==> config.mk <==
export PLATFORM = sky130hd
export DESIGN_NAME = assoc_wb_cache_flat
export DESIGN_NICKNAME = d
export VERILOG_FILES = /design/src/rtl/assoc_wb_cache_if.sv /design/src/rtl/assoc_wb_cache.sv /design/src/flat_wrapper.sv
export SDC_FILE = /design/constraint.sdc
export NUM_CORES = 2
export LEC_CHECK = 0
export CAP_MARGIN = 20
export CELL_PAD_IN_SITES_DETAIL_PLACEMENT = 0
export CELL_PAD_IN_SITES_GLOBAL_PLACEMENT = 1
export CORE_MARGIN = 5
export CORE_UTILIZATION = 53
export CTS_BUF_LIST = sky130_fd_sc_hd__clkbuf_16
export DETAILED_ROUTE_END_ITERATION = 10
export MAX_ROUTING_LAYER = met4
export PLACE_DENSITY_LB_ADDON = 0.08
export SYNTH_ARGS = -nofsm -noshare
export SYNTH_HDL_FRONTEND = slang
export SYNTH_SLANG_ARGS = --single-unit
==> constraint.sdc <==
create_clock -name clk -period 9.4 [get_ports clk]
set_input_delay 1.41 -clock clk [delete_from_list [all_inputs] [get_ports clk]]
set_output_delay 1.41 -clock clk [all_outputs]
set_load 0.02 [all_outputs]
==> src/rtl/assoc_wb_cache_if.sv <==
// Processor word port and block-wide memory port of assoc_wb_cache.
// slave is the cache side, master is the processor/memory environment.
interface assoc_wb_cache_if #(
    parameter int ADDR_W = 30,
    parameter int WORDS  = 4
) ();
    localparam int OFF_W = $clog2(WORDS);

    logic                      proc_read;
    logic                      proc_write;
    logic [ADDR_W-1:0]         proc_addr;
    logic [31:0]               proc_wdata;
    logic [31:0]               proc_rdata;
    logic                      proc_stall;
    logic                      mem_read;
    logic                      mem_write;
    logic [ADDR_W-OFF_W-1:0]   mem_addr;
    logic [32*WORDS-1:0]       mem_wdata;
    logic [32*WORDS-1:0]       mem_rdata;
    logic                      mem_ready;

    modport slave (
        input  proc_read, proc_write, proc_addr, proc_wdata,
        input  mem_rdata, mem_ready,
        output proc_rdata, proc_stall,
        output mem_read, mem_write, mem_addr, mem_wdata
    );

    modport master (
        output proc_read, proc_write, proc_addr, proc_wdata,
        output mem_rdata, mem_ready,
        input  proc_rdata, proc_stall,
        input  mem_read, mem_write, mem_addr, mem_wdata
    );
endinterface

==> src/rtl/assoc_wb_cache.sv <==
// N-way set-associative write-back, write-allocate cache with true-LRU
// replacement and saturating hit/miss counters.
module assoc_wb_cache #(
    parameter int ADDR_W = 30,
    parameter int WORDS  = 4,
    parameter int SETS   = 4,
    parameter int WAYS   = 2,
    parameter int CNT_W  = 16
) (
    input  logic             clk,
    input  logic             proc_reset_n,
    assoc_wb_cache_if.slave  bus,
    output logic [CNT_W-1:0] hit_count,
    output logic [CNT_W-1:0] miss_count
);
    localparam int OFF_W = $clog2(WORDS);
    localparam int IDX_W = $clog2(SETS);
    localparam int TAG_W = ADDR_W - IDX_W - OFF_W;
    localparam int IW    = (IDX_W > 0) ? IDX_W : 1;
    localparam int WW    = (WAYS > 1) ? $clog2(WAYS) : 1;
    localparam int BLK_W = 32 * WORDS;

    typedef enum logic [1:0] {
        S_COMPARE,
        S_WRITEBACK,
        S_ALLOCATE
    } state_t;

    state_t           r_state;
    state_t           w_next;
    logic             r_valid [WAYS][SETS];
    logic             r_dirty [WAYS][SETS];
    logic [TAG_W-1:0] r_tag   [WAYS][SETS];
    logic [BLK_W-1:0] r_data  [WAYS][SETS];
    logic [WW-1:0]    r_age   [SETS][WAYS];
    logic [WW-1:0]    r_victim;
    logic             r_replay;
    logic [CNT_W-1:0] r_hits;
    logic [CNT_W-1:0] r_misses;

    logic [TAG_W-1:0]        w_tag;
    logic [OFF_W-1:0]        w_off;
    logic [IW-1:0]           w_idx;
    logic [ADDR_W-OFF_W-1:0] w_wb_addr;
    logic                    w_req;
    logic                    w_hit;
    logic [WW-1:0]           w_hit_way;
    logic                    w_free;
    logic [WW-1:0]           w_victim;
    logic                    w_hit_fire;
    logic                    w_miss_fire;
    logic                    w_fill;
    logic [31:0]             w_word;

    assign w_tag = bus.proc_addr[ADDR_W-1 -: TAG_W];
    assign w_off = bus.proc_addr[OFF_W-1:0];

    generate
        if (IDX_W > 0) begin : g_idx
            assign w_idx     = bus.proc_addr[OFF_W +: IW];
            assign w_wb_addr = {r_tag[r_victim][w_idx], w_idx};
        end else begin : g_noidx
            assign w_idx     = '0;
            assign w_wb_addr = r_tag[r_victim][w_idx];
        end
    endgenerate

    always_comb begin
        w_hit     = 1'b0;
        w_hit_way = '0;
        for (int w = 0; w < WAYS; w++) begin
            if (r_valid[w][w_idx] && r_tag[w][w_idx] == w_tag) begin
                w_hit     = 1'b1;
                w_hit_way = WW'(w);
            end
        end
    end

    // Invalid ways are filled lowest-first; only a full set consults LRU.
    always_comb begin
        w_free   = 1'b0;
        w_victim = '0;
        for (int w = 0; w < WAYS; w++) begin
            if (!w_free && !r_valid[w][w_idx]) begin
                w_free   = 1'b1;
                w_victim = WW'(w);
            end
        end
        if (!w_free) begin
            for (int w = 0; w < WAYS; w++) begin
                if (r_age[w_idx][w] == WW'(WAYS - 1)) begin
                    w_victim = WW'(w);
                end
            end
        end
    end

    assign w_req       = bus.proc_read | bus.proc_write;
    assign w_hit_fire  = (r_state == S_COMPARE) && w_req && w_hit;
    assign w_miss_fire = (r_state == S_COMPARE) && w_req && !w_hit;
    assign w_fill      = (r_state == S_ALLOCATE) && bus.mem_ready;
    assign w_word      = r_data[w_hit_way][w_idx][{w_off, 5'd0} +: 32];

    assign bus.proc_stall = w_req && !w_hit_fire;
    assign bus.proc_rdata = w_hit_fire ? w_word : 32'd0;
    assign bus.mem_write  = (r_state == S_WRITEBACK);
    assign bus.mem_read   = (r_state == S_ALLOCATE);
    assign bus.mem_addr   = bus.mem_write ? w_wb_addr
                                          : bus.proc_addr[ADDR_W-1:OFF_W];
    assign bus.mem_wdata  = r_data[r_victim][w_idx];
    assign hit_count      = r_hits;
    assign miss_count     = r_misses;

    always_comb begin
        w_next = r_state;
        unique case (r_state)
            S_COMPARE: begin
                if (w_miss_fire) begin
                    w_next = (r_valid[w_victim][w_idx] && r_dirty[w_victim][w_idx])
                             ? S_WRITEBACK : S_ALLOCATE;
                end
            end
            S_WRITEBACK: if (bus.mem_ready) w_next = S_ALLOCATE;
            S_ALLOCATE:  if (bus.mem_ready) w_next = S_COMPARE;
            default:     w_next = S_COMPARE;
        endcase
    end

    always_ff @(posedge clk or negedge proc_reset_n) begin
        if (!proc_reset_n) begin
            r_state  <= S_COMPARE;
            r_victim <= '0;
            r_replay <= 1'b0;
            r_hits   <= '0;
            r_misses <= '0;
            for (int w = 0; w < WAYS; w++) begin
                for (int s = 0; s < SETS; s++) begin
                    r_valid[w][s] <= 1'b0;
                    r_dirty[w][s] <= 1'b0;
                    r_age[s][w]   <= WW'(w);
                end
            end
        end else begin
            r_state <= w_next;
            if (w_hit_fire) begin
                r_replay <= 1'b0;
                if (!r_replay && r_hits != '1) r_hits <= r_hits + 1'b1;
                if (bus.proc_write) r_dirty[w_hit_way][w_idx] <= 1'b1;
                for (int w = 0; w < WAYS; w++) begin
                    if (WW'(w) == w_hit_way) begin
                        r_age[w_idx][w] <= '0;
                    end else if (r_age[w_idx][w] < r_age[w_idx][w_hit_way]) begin
                        r_age[w_idx][w] <= r_age[w_idx][w] + 1'b1;
                    end
                end
            end
            if (w_miss_fire) begin
                r_victim <= w_victim;
                if (r_misses != '1) r_misses <= r_misses + 1'b1;
            end
            if (r_state == S_WRITEBACK && bus.mem_ready) begin
                r_dirty[r_victim][w_idx] <= 1'b0;
            end
            if (w_fill) begin
                r_valid[r_victim][w_idx] <= 1'b1;
                r_dirty[r_victim][w_idx] <= 1'b0;
                r_replay                 <= 1'b1;
            end
        end
    end

    // Tag and data arrays carry no reset; valid bits gate their use.
    always_ff @(posedge clk) begin
        if (w_hit_fire && bus.proc_write) begin
            r_data[w_hit_way][w_idx][{w_off, 5'd0} +: 32] <= bus.proc_wdata;
        end
        if (w_fill) begin
            r_data[r_victim][w_idx] <= bus.mem_rdata;
            r_tag[r_victim][w_idx]  <= w_tag;
        end
    end
endmodule

==> src/flat_wrapper.sv <==
// flat-port wrapper written by rule: the top's interface ports become plain ports
module assoc_wb_cache_flat 
#(
    parameter int ADDR_W = 30,
    parameter int WORDS  = 4,
    parameter int SETS   = 4,
    parameter int WAYS   = 2,
    parameter int CNT_W  = 16
)
  (clk, proc_reset_n, hit_count, miss_count, bus_proc_read, bus_proc_write, bus_proc_addr, bus_proc_wdata, bus_mem_rdata, bus_mem_ready, bus_proc_rdata, bus_proc_stall, bus_mem_read, bus_mem_write, bus_mem_addr, bus_mem_wdata);
  assoc_wb_cache_if #(.ADDR_W(ADDR_W), .WORDS(WORDS)) bus_i ();
  input  logic clk;
  input  logic proc_reset_n;
  output logic [CNT_W-1:0] hit_count;
  output logic [CNT_W-1:0] miss_count;
  input wire logic [$bits(bus_i.proc_read)-1:0] bus_proc_read;
  input wire logic [$bits(bus_i.proc_write)-1:0] bus_proc_write;
  input wire logic [$bits(bus_i.proc_addr)-1:0] bus_proc_addr;
  input wire logic [$bits(bus_i.proc_wdata)-1:0] bus_proc_wdata;
  input wire logic [$bits(bus_i.mem_rdata)-1:0] bus_mem_rdata;
  input wire logic [$bits(bus_i.mem_ready)-1:0] bus_mem_ready;
  output wire logic [$bits(bus_i.proc_rdata)-1:0] bus_proc_rdata;
  output wire logic [$bits(bus_i.proc_stall)-1:0] bus_proc_stall;
  output wire logic [$bits(bus_i.mem_read)-1:0] bus_mem_read;
  output wire logic [$bits(bus_i.mem_write)-1:0] bus_mem_write;
  output wire logic [$bits(bus_i.mem_addr)-1:0] bus_mem_addr;
  output wire logic [$bits(bus_i.mem_wdata)-1:0] bus_mem_wdata;
  assign bus_i.proc_read = bus_proc_read;
  assign bus_i.proc_write = bus_proc_write;
  assign bus_i.proc_addr = bus_proc_addr;
  assign bus_i.proc_wdata = bus_proc_wdata;
  assign bus_i.mem_rdata = bus_mem_rdata;
  assign bus_i.mem_ready = bus_mem_ready;
  assign bus_proc_rdata = bus_i.proc_rdata;
  assign bus_proc_stall = bus_i.proc_stall;
  assign bus_mem_read = bus_i.mem_read;
  assign bus_mem_write = bus_i.mem_write;
  assign bus_mem_addr = bus_i.mem_addr;
  assign bus_mem_wdata = bus_i.mem_wdata;
  assoc_wb_cache #(.ADDR_W(ADDR_W), .WORDS(WORDS), .SETS(SETS), .WAYS(WAYS), .CNT_W(CNT_W)) u_core (.clk(clk), .proc_reset_n(proc_reset_n), .bus(bus_i), .hit_count(hit_count), .miss_count(miss_count));
endmodule
==> flow_metrics.tcl <==
set metrics [dict create \
    vdd_drop_max_mv 0.170 \
    cts_tree "yes" \
    grt_antenna_before_repair 5 \
    leakage_nw 23.3 \
    dp_hpwl_um 140000 \
    cts.repair.resized 0 \
    slowest_stage "a221oi_1" \
    muxShareOfSynthArea_pct 6.77 \
    die_h_um 343 \
    r2r_cells 12 \
    synth_seq_cells 1292 \
    startpoint "bus_proc_addr[3]" \
    core_area_um2 110000 \
    start_kind "primary input" \
    arrival_ns 6.99 \
    synthFlopType "edfxtp_1" \
    slew_violations 0 \
    cts.path.max_buffers 3 \
    synth_edf_count 1232 \
    synth_adder_area_share_pct 0.149 \
    hold_buffers 0 \
    antenna_left 0 \
    endpoint "bus_proc_rdata[5]" \
    cts_sinks 1292 \
    worst_slew_margin_rel_pct 6.73 \
    drtPass1Iterations 6 \
    via_per_inst 7.07 \
    drt_iter0_markers 6656 \
    hold_class "register to register" \
    post-cts-setup-buffers 0 \
    grt_usage_pct 38.9 \
    drive_above_1_share_pct 11.7 \
    wl_per_cell_um 36.0 \
    syn_inst 4378 \
    rsz0062_at_grt "false" \
    fill_cells 8293 \
    pre_cts_ws_ns 1.02 \
    h-tree-depth 4 \
    finalNetCount 4922 \
    yosys_warnings 0 \
    numPortBuffers 417 \
    dieArea_um2 118000 \
    place.gp.congestion 0.940 \
    r2r-end "u_core.r_data[0][367]" \
    r2r-start "u_core.r_tag[1][6]" \
    worst-path-max-fanout 96 \
    synth_top_family_by_area "compound AO/OA/AOI/OAI gates" \
    finalHoldViolations 0 \
    synth_area_leaders "edfxtp_1 63%, nand2_1 4.2%, a22oi_1 3.8%, mux4_2 3.7%, a22o_1 3.1%" \
    grt_pass1_wl_um 315000 \
    root_buffer "clkbuf_16" \
    seq_area_um2 38500 \
    clkLatencyLatePin_ns 0.76 \
    grt_max_degree 97 \
    num_vias 44700 \
    ys_seq_area_share_pct 65.6 \
    die_w_um 343 \
    multi_input_area_um2 18900 \
    max-cap-violations 0 \
    max_clock_freq_mhz 119 \
    crit_chain "buf_8, buf_4, mux2i_1, nor2_1, nor2_1, a32oi_1, nand4bb_1, nor2_4, buf_4, nand2_1, a32oi_1, nand4_1, a221oi_1, clkdlybuf4s50_1" \
    synth_area_per_cell_um2 13.4 \
    crit_type "primary input to output port" \
    status "finished clean" \
    synth_cell_type_count 85 \
    power_density_nw_per_um2 227 \
    numCtsBuffers 141 \
    synth_compound_area_share_pct 13.3 \
    setup_viol 0 \
    yosysTopAreaCell "edfxtp_1" \
    power_w 0.0157 \
    r2r_setup_slack_ns 3.64 \
    worst_pin_slew_ns 1.40 \
    syn_to_final_growth_pct 18.0 \
    syn-num-nets 4580 \
    overflow 0 \
    netlist_area_um2 58700 \
    min_period_ns 8.40 \
    setup_ws_ns 1.00 \
    finalClockSkew_ns 0.0229 \
    worst_setup_path_end_kind "output port" \
    grt_pass1_vias 42500 \
    critPathRequiredTime_ns 7.99 \
    synth_top_area_share_pct 63.0 \
    synth_common_cells "1232 x edfxtp_1, 663 x nand2_1, 294 x a22oi_1" \
    finalSetupTns_ns 0 \
    synth-xor-area-share_pct 1.24 \
    drc 0 \
    critPathMaxStageDelay_ns 0.88 \
    rows 122 \
    period_share_pct 89.3 \
    path_clk_slew_ns 0.06 \
    io_pins 418 \
    yosysMostFrequentCell "edfxtp_1" \
    start_util_pct 53.2 \
    synthArstFlopShare_pct 4.64 \
    post_synth_and_or_nand_nor_area_fraction_pct 10.1 \
    drt_wl_total_um 228000 \
]
[worst min path at each step]
stage,slack [ns],from,cells past startpoint,to
final,0.46,u_core.r_valid[2],1,u_core.r_valid[2]
after global routing,0.49,u_core.r_valid[1],1,u_core.r_valid[1]
after CTS,0.46,u_core.r_valid[2],1,u_core.r_valid[2]
after detailed placement,0.45,u_core.r_valid[2],1,u_core.r_valid[2]
after global placement,0.45,u_core.r_valid[0],1,u_core.r_valid[0]
after floorplan,0.43,u_core.r_valid[2],1,u_core.r_valid[2]
[cell type report]
type,count,area share [%]
clock inverter,102,0.984
clock buffer,149,5.38
inverter,22,0.123
multi-input combinational,2707,27.3
timing repair buffer,556,7.92
tap,1488,2.69
sequential,1292,55.6
antenna,6,0.0217
[kinds of logic after synthesis]
kind of cell	Yosys count
flops	1292
compound gates	1028
simple gates	1320
buf+inv	379
xor+xnor	83
fa+ha+maj	7
mux	269
[flip-flops by register name, summed over array words and instances (netlist names)]
register and count:
u_core.r_data 1024, u_core.r_tag 208, u_core.hit_count 16, u_core.miss_count 16, u_core.r_age 8, u_core.r_dirty 8
u_core.r_valid 8, u_core.r_state 2, u_core.r_replay 1, u_core.r_victim 1
[metrics by stage]
| step | util, % | hold WS, ns | area (µm²) | cells |
|---|---|---|---|---|
| 5_1_grt | 62.8 | 0.485 | 69300 | 6319 |
| 6_report | 62.8 | 0.462 | 69300 | 6322 |
| 4_1_cts | 62.8 | 0.465 | 69300 | 6316 |
| 3_5_place_dp | 58.8 | 0.449 | 64900 | 6065 |
| 2_1_floorplan | - | 0.430 | 58700 | 4378 |
| 3_3_place_gp | 58.8 | 0.447 | 64900 | 6065 |
[worst max-delay path: cells and delay by family]
kind,cells,cell delay (ns)
simple gates,6,1.52
buf+inv,4,2.28
mux,1,0.34
compound gates,3,1.32
[metal layers]
layer | global-route usage [%] | share of wire (%) | up-vias | routed length (µm)
li1 | - | - | 18100 | -
met1 | 50.0 | 36 | 22300 | 81700
met2 | 57.4 | 44 | 3665 | 101000
met3 | 10.1 | 13 | 663 | 29700
met4 | 20.8 | 6.8 | 0 | 15400
met5 | - | 0 | - | 0
[layout by cell type (no fill, tap or decap), drive strengths merged, types with 6 or more instances in the layout]
| master | instances |
|---|---|
| a211oi | 16 |
| a21oi | 80 |
| a221o | 12 |
| a221oi | 89 |
| a22o | 206 |
| a22oi | 294 |
| a311oi | 32 |
| a31oi | 108 |
| a32oi | 25 |
| a41oi | 7 |
| and3 | 28 |
| buf | 144 |
| bufinv | 8 |
| clkbuf | 149 |
| clkdlybuf4s50 | 412 |
| clkinv | 54 |
| dfrtp | 56 |
| diode | 6 |
| edfxtp | 1232 |
| ha | 7 |
| inv | 58 |
| mux2 | 40 |
| mux2i | 131 |
| mux4 | 98 |
| nand2 | 663 |
| nand2b | 6 |
| nand3 | 292 |
| nand4 | 90 |
| nor2 | 146 |
| nor2b | 8 |
| nor3 | 45 |
| nor4 | 7 |
| o2111ai | 10 |
| o211ai | 9 |
| o21ai | 53 |
| o221ai | 21 |
| o22ai | 33 |
| or2 | 10 |
| xnor2 | 64 |
| xor2 | 19 |
[power breakdown]
part           switching [W]  internal [W]
Sequential          0.000152       0.00686
Combinational        0.00230       0.00111
Clock                0.00224       0.00307
Total                0.00469        0.0110
No activity file was read; power rests on OpenSTA's default activity.
